--- src/rtl/conv_bcd_secvential_pkg.sv ---
// Shared definitions for the sequential binary-to-BCD converter:
// controller state encoding and the width of one decimal digit.
package conv_bcd_secvential_pkg;

  localparam int LATIME_CIFRA = 4;

  typedef enum logic [1:0] {
    INACTIV   = 2'd0,
    CONVERSIE = 2'd1,
    GATA      = 2'd2
  } stare_t;

endpackage

--- src/rtl/conv_bcd_secvential_corectie_cifra.sv ---
// Double-dabble digit correction: a digit above 4 gets +3 so that the
// following left shift carries correctly into the next decimal digit.
module corectie_cifra
  import conv_bcd_secvential_pkg::*;
(
  input  logic [LATIME_CIFRA-1:0] cifra,
  output logic [LATIME_CIFRA-1:0] cifra_corectata
);

  // Add 3 to digits 5..9; smaller digits pass unchanged.
  always_comb begin
    cifra_corectata = (cifra > 4'd4) ? (cifra + 4'd3) : cifra;
  end

endmodule

--- src/rtl/conv_bcd_secvential.sv ---
// Sequential binary-to-BCD converter (shift-and-add-3). One operand bit is
// consumed per cycle; the result is saturated to all nines when the operand
// does not fit in NR_CIFRE decimal digits.
module conv_bcd_secvential
  import conv_bcd_secvential_pkg::*;
#(
  parameter int LATIME   = 6,
  parameter int NR_CIFRE = 2
) (
  input  logic                             clk,
  input  logic                             rst,
  input  logic                             start,
  input  logic [LATIME-1:0]                valoare_bin,
  output logic [LATIME_CIFRA*NR_CIFRE-1:0] bcd,
  output logic                             ocupat,
  output logic                             gata,
  output logic                             depasire
);

  localparam int LC = LATIME_CIFRA * NR_CIFRE;
  localparam int CW = $clog2(LATIME + 1);
  localparam logic [CW-1:0] CONTOR_START = CW'(LATIME);
  localparam logic [CW-1:0] CONTOR_UNU   = CW'(1);
  localparam logic [LC-1:0] TOT_NOUA     = {NR_CIFRE{4'd9}};

  stare_t            stare_r;
  logic [CW-1:0]     contor_r;
  logic [LATIME-1:0] operand_r;
  logic [LC-1:0]     cifre_r;
  logic              depasire_int_r;

  logic [LC-1:0]        corectat_s;
  logic [LC+LATIME-1:0] deplasat_s;
  logic [LC-1:0]        cifre_urm_s;
  logic [LATIME-1:0]    operand_urm_s;
  logic                 depasire_urm_s;
  logic [LC-1:0]        bcd_final_s;

  // One correction cell per decimal digit.
  for (genvar g = 0; g < NR_CIFRE; g++) begin : g_corectie
    corectie_cifra u_corectie (
      .cifra           (cifre_r[g*LATIME_CIFRA +: LATIME_CIFRA]),
      .cifra_corectata (corectat_s[g*LATIME_CIFRA +: LATIME_CIFRA])
    );
  end

  // Next shift step: corrected digits and operand move left by one bit; the
  // bit leaving the top digit feeds the sticky overflow flag.
  always_comb begin
    deplasat_s     = {corectat_s[LC-2:0], operand_r, 1'b0};
    cifre_urm_s    = deplasat_s[LC+LATIME-1:LATIME];
    operand_urm_s  = deplasat_s[LATIME-1:0];
    depasire_urm_s = depasire_int_r | corectat_s[LC-1];
    bcd_final_s    = depasire_urm_s ? TOT_NOUA : cifre_urm_s;
  end

  // Controller, datapath registers and registered outputs.
  always_ff @(posedge clk or posedge rst) begin
    if (rst) begin
      stare_r        <= INACTIV;
      contor_r       <= '0;
      operand_r      <= '0;
      cifre_r        <= '0;
      depasire_int_r <= 1'b0;
      bcd            <= '0;
      ocupat         <= 1'b0;
      gata           <= 1'b0;
      depasire       <= 1'b0;
    end else begin
      case (stare_r)
        INACTIV, GATA: begin
          gata <= 1'b0;
          if (start) begin
            operand_r      <= valoare_bin;
            cifre_r        <= '0;
            depasire_int_r <= 1'b0;
            contor_r       <= CONTOR_START;
            ocupat         <= 1'b1;
            stare_r        <= CONVERSIE;
          end else begin
            ocupat  <= 1'b0;
            stare_r <= INACTIV;
          end
        end
        CONVERSIE: begin
          operand_r      <= operand_urm_s;
          cifre_r        <= cifre_urm_s;
          depasire_int_r <= depasire_urm_s;
          contor_r       <= contor_r - CONTOR_UNU;
          if (contor_r == CONTOR_UNU) begin
            // Last bit: publish the result on the same edge as the shift.
            bcd      <= bcd_final_s;
            depasire <= depasire_urm_s;
            ocupat   <= 1'b0;
            gata     <= 1'b1;
            stare_r  <= GATA;
          end else begin
            ocupat  <= 1'b1;
            stare_r <= CONVERSIE;
          end
        end
        default: begin
          ocupat  <= 1'b0;
          gata    <= 1'b0;
          stare_r <= INACTIV;
        end
      endcase
    end
  end

endmodule

--- config.mk ---
export PLATFORM = sky130hd
export DESIGN_NAME = conv_bcd_secvential
export DESIGN_NICKNAME = d
export VERILOG_FILES = /design/src/rtl/conv_bcd_secvential_pkg.sv /design/src/rtl/conv_bcd_secvential_corectie_cifra.sv /design/src/rtl/conv_bcd_secvential.sv
export SDC_FILE = /design/constraint.sdc
export NUM_CORES = 1
export LEC_CHECK = 0
export BUFFER_PORTS_ARGS = -buffer_cell sky130_fd_sc_hd__buf_2
export CAP_MARGIN = 20
export CELL_PAD_IN_SITES_DETAIL_PLACEMENT = 1
export CELL_PAD_IN_SITES_GLOBAL_PLACEMENT = 1
export CORE_ASPECT_RATIO = 0.8
export CORE_UTILIZATION = 46
export CTS_CLUSTER_SIZE = 20
export DETAILED_ROUTE_END_ITERATION = 10
export PLACE_DENSITY = 0.89
export SYNTH_ARGS = -nofsm -noshare
export SYNTH_HDL_FRONTEND = slang
export SYNTH_SLANG_ARGS = --single-unit
export TNS_END_PERCENT = 30
--- constraint.sdc ---
create_clock -name clk -period 3.95 [get_ports clk]
set_input_delay 0.5925 -clock clk [delete_from_list [all_inputs] [get_ports clk]]
set_output_delay 0.5925 -clock clk [all_outputs]
set_load 0.1 [all_outputs]
==> results.cfg <==
[clock_network]
clock_tree.buffer_depth = 2
numCtsBuffers = 5
cts.reportedPaths.clkPinSlew_ns = 0.07
cts_root_buf = clkbuf_8
clock_latency_reported_for_the_late_side_of_the_worst_skew_pair_ns = 0.29
h-tree-depth = 2
cts.sink_count = 30
postCtsSetupRepairBufs = 0
cts_repair_resize_count = 0
cts_hold_buf = 0
cts_tree = built

[route]
drt-initial-drc-count = 81
antenna_violation_net_count_after_detailed_routing = 0
wirelength_mm = 3.515
vias_per_cell = 5.495
vias = 1187
wl_per_cell_um = 16.27
drc_errors = 0
detail_route.first_pass.iterations = 4

[placed_design]
dp_slack_ns = 2.244
place_hpwl_mm = 2.552
buffer_ports.inserted = 19
gp_congestion = 0.8315
postPlaceCellArea_sq_um = 1623

[floorplanning]
die-height_um = 52.87
num_rows = 18
start_util = 0.4822
placeableCoreArea_sq_um = 3085
die_ar_sq_um = 3467
dieWidth_um = 65.58
num_io_pins = 20

[logic_synthesis]
synth-seq-cells = 30
yosysWarningCount = 0
synth_area_sq_um = 1488
synth.area.mux_share = 0.02187
synthCells = 154
xor_xnor_share_of_the_synthesized_area = 0.01177
post_synth_main_area_contributors = dfrtp_1, nor2_1, ha_1
synthFlopType = dfrtp_1
synth-compound-area-share = 0.1934
synth_top_area_frac = 0.5046
synth_simple_gate_area_share = 0.1657
synth-edff-count = 0
synth-adder-area-share = 0.04205
synth_top_family_by_area = compound AO/OA/AOI/OAI gates
yosys.cell_types.count = 41
post_synthesis_area_per_instance_sq_um = 9.660
syn_nets = 168
synth.top_cells.by_count = dfrtp_1, nor2_1, nand2_1
synth-async-reset-ratio = 1.000
ys_seq_area_frac = 0.5046
most_frequently_used_cell_type_in_the_post_synthesis_netlist = dfrtp_1
yosys.area.top_type = dfrtp_1

[global_route]
total_grt_usage = 0.2381
via_count_of_the_first_global_routing_pass = 1247
wire_length_of_the_first_global_routing_pass_mm = 5.899
grt_max_degree = 22
grt_overflow = 0
grt_antenna_before_repair = 0

[timing]
max_slew.worst_pin.slew_ns = 0.5227
worst_slew_margin_rel = 0.6509
post-route-period-util = 0.5142
slew_viol_final = 0
finalSetupTns_ns = 0
hold-worst-slack_ns = 0.2938
maxClockFrequency_mhz = 492.4
final_critical_path_setup_slack_ns = 1.919
hold_viol_final = 0
rsz0062_at_grt = no
finClkSkew_ns = 0.008259
layout_min_cycle_time_ns = 2.031
setup_viol = 0

[critical_path]
timing.critical_path.max_delay_family = flip-flops
worst-setup-path-type = flip-flop to primary output
worst_r2r_endpoint = bcd[6]$_DFFE_PP0P_
endpoint_kind = primary output
list_of_cells_traversed_by_the_critical_path = buf_2
crit_required_ns = 3.36
crit_path_max_fanout = 16
reg2reg_depth = 6
worstPathArrival_ns = 1.44
max_stage_delay_ns = 0.63
crit_path_top_delay_cell = dfrtp_1
worst_r2r_startpoint = cifre_r[4]$_DFFE_PP0P_
critical_path_cell_count = 1
cp-start-kind = flip-flop
timing.reg2reg.setup_slack_ns = 2.20
worstPathBufferInverterCount = 1

[min_path]
worstHoldPathType = primary input to asynchronous set/reset pin

[finish]
area_growth_syn_to_layout_pct = 15.22
post_route_cells_drive_above_1_share = 0.2330
layout.nets = 189
antennaDiodeCount = 0
final_cell_area_sq_um = 1714

[outcome]
outcome = finished clean

[flow_run]
maxCapViolCount = 0
-- kinds of logic (layout without fill, tap and decap cells) --
logic type,after synthesis,in the layout
adders and majority gates,5,5
DFF,30,30
AOI/OAI and AO/OA,42,42
and+or+nand+nor,52,52
xor gates and xnor gates,2,2
buffers and inverters,20,42
muxes,3,3
-- cell usage in the layout (no fill, tap or decap), drive strengths merged, types with 4 or more instances in the layout --
| master | synthesis | layout |
|---|---|---|
| dfrtp | 30 | 30 |
| buf | 5 | 20 |
| nor2 | 17 | 17 |
| nand2 | 16 | 16 |
| inv | 14 | 14 |
| o21ai | 12 | 12 |
| a21oi | 7 | 7 |
| clkbuf | 1 | 7 |
| o22ai | 6 | 6 |
| nor2b | 5 | 5 |
| ha | 5 | 5 |
| a31oi | 4 | 4 |
| nor3 | 4 | 4 |
-- flip-flops by register name (all words and copies together) (netlist names) --
signal          count
operand_r           6
contor_r            3
depasire_int_r      1
bcd                 8
stare_r             2
gata                1
depasire            1
cifre_r             8
-- worst max path at each step --
stage,from,endpoint
2_1_floorplan,stare_r[0]$_DFF_PP0_,bcd[2]$_DFFE_PP0P_
3_3_place_gp,stare_r[0]$_DFF_PP0_,ocupat
3_5_place_dp,stare_r[0]$_DFF_PP0_,ocupat
4_1_cts,stare_r[0]$_DFF_PP0_,ocupat
5_1_grt,stare_r[0]$_DFF_PP0_,ocupat
6_report,stare_r[0]$_DFF_PP0_,ocupat
-- per-layer routing --
metal | global-route usage | part of all wire | vias to the layer above
met2 | 0.3952 | 0.50 | 22
li1 | - | - | 569
met4 | 0.1051 | 0.012 | 0
met1 | 0.2989 | 0.46 | 591
met3 | 0.05388 | 0.032 | 5
met5 | 0 | 0 | -
-- area by class of cell --
class / count / area [sq um]
timing repair buffer: 20 / 122.6
multi-input combinational: 104 / 646.9
sequential: 30 / 750.7
clock inverter: 1 / 5.005
inverter: 14 / 52.55
tap: 40 / 50.05
fill: 355 / 1371
clock buffer: 7 / 86.33
-- stage by stage --
stage            util  std cells
2_1_floorplan       -        154
3_3_place_gp   0.5170        207
3_5_place_dp   0.5260        208
4_1_cts        0.5556        216
5_1_grt        0.5556        216
6_report       0.5556        216
Power is not shown: default switching activity piles up to over one toggle a cycle in this logic, so the estimate is an artifact.
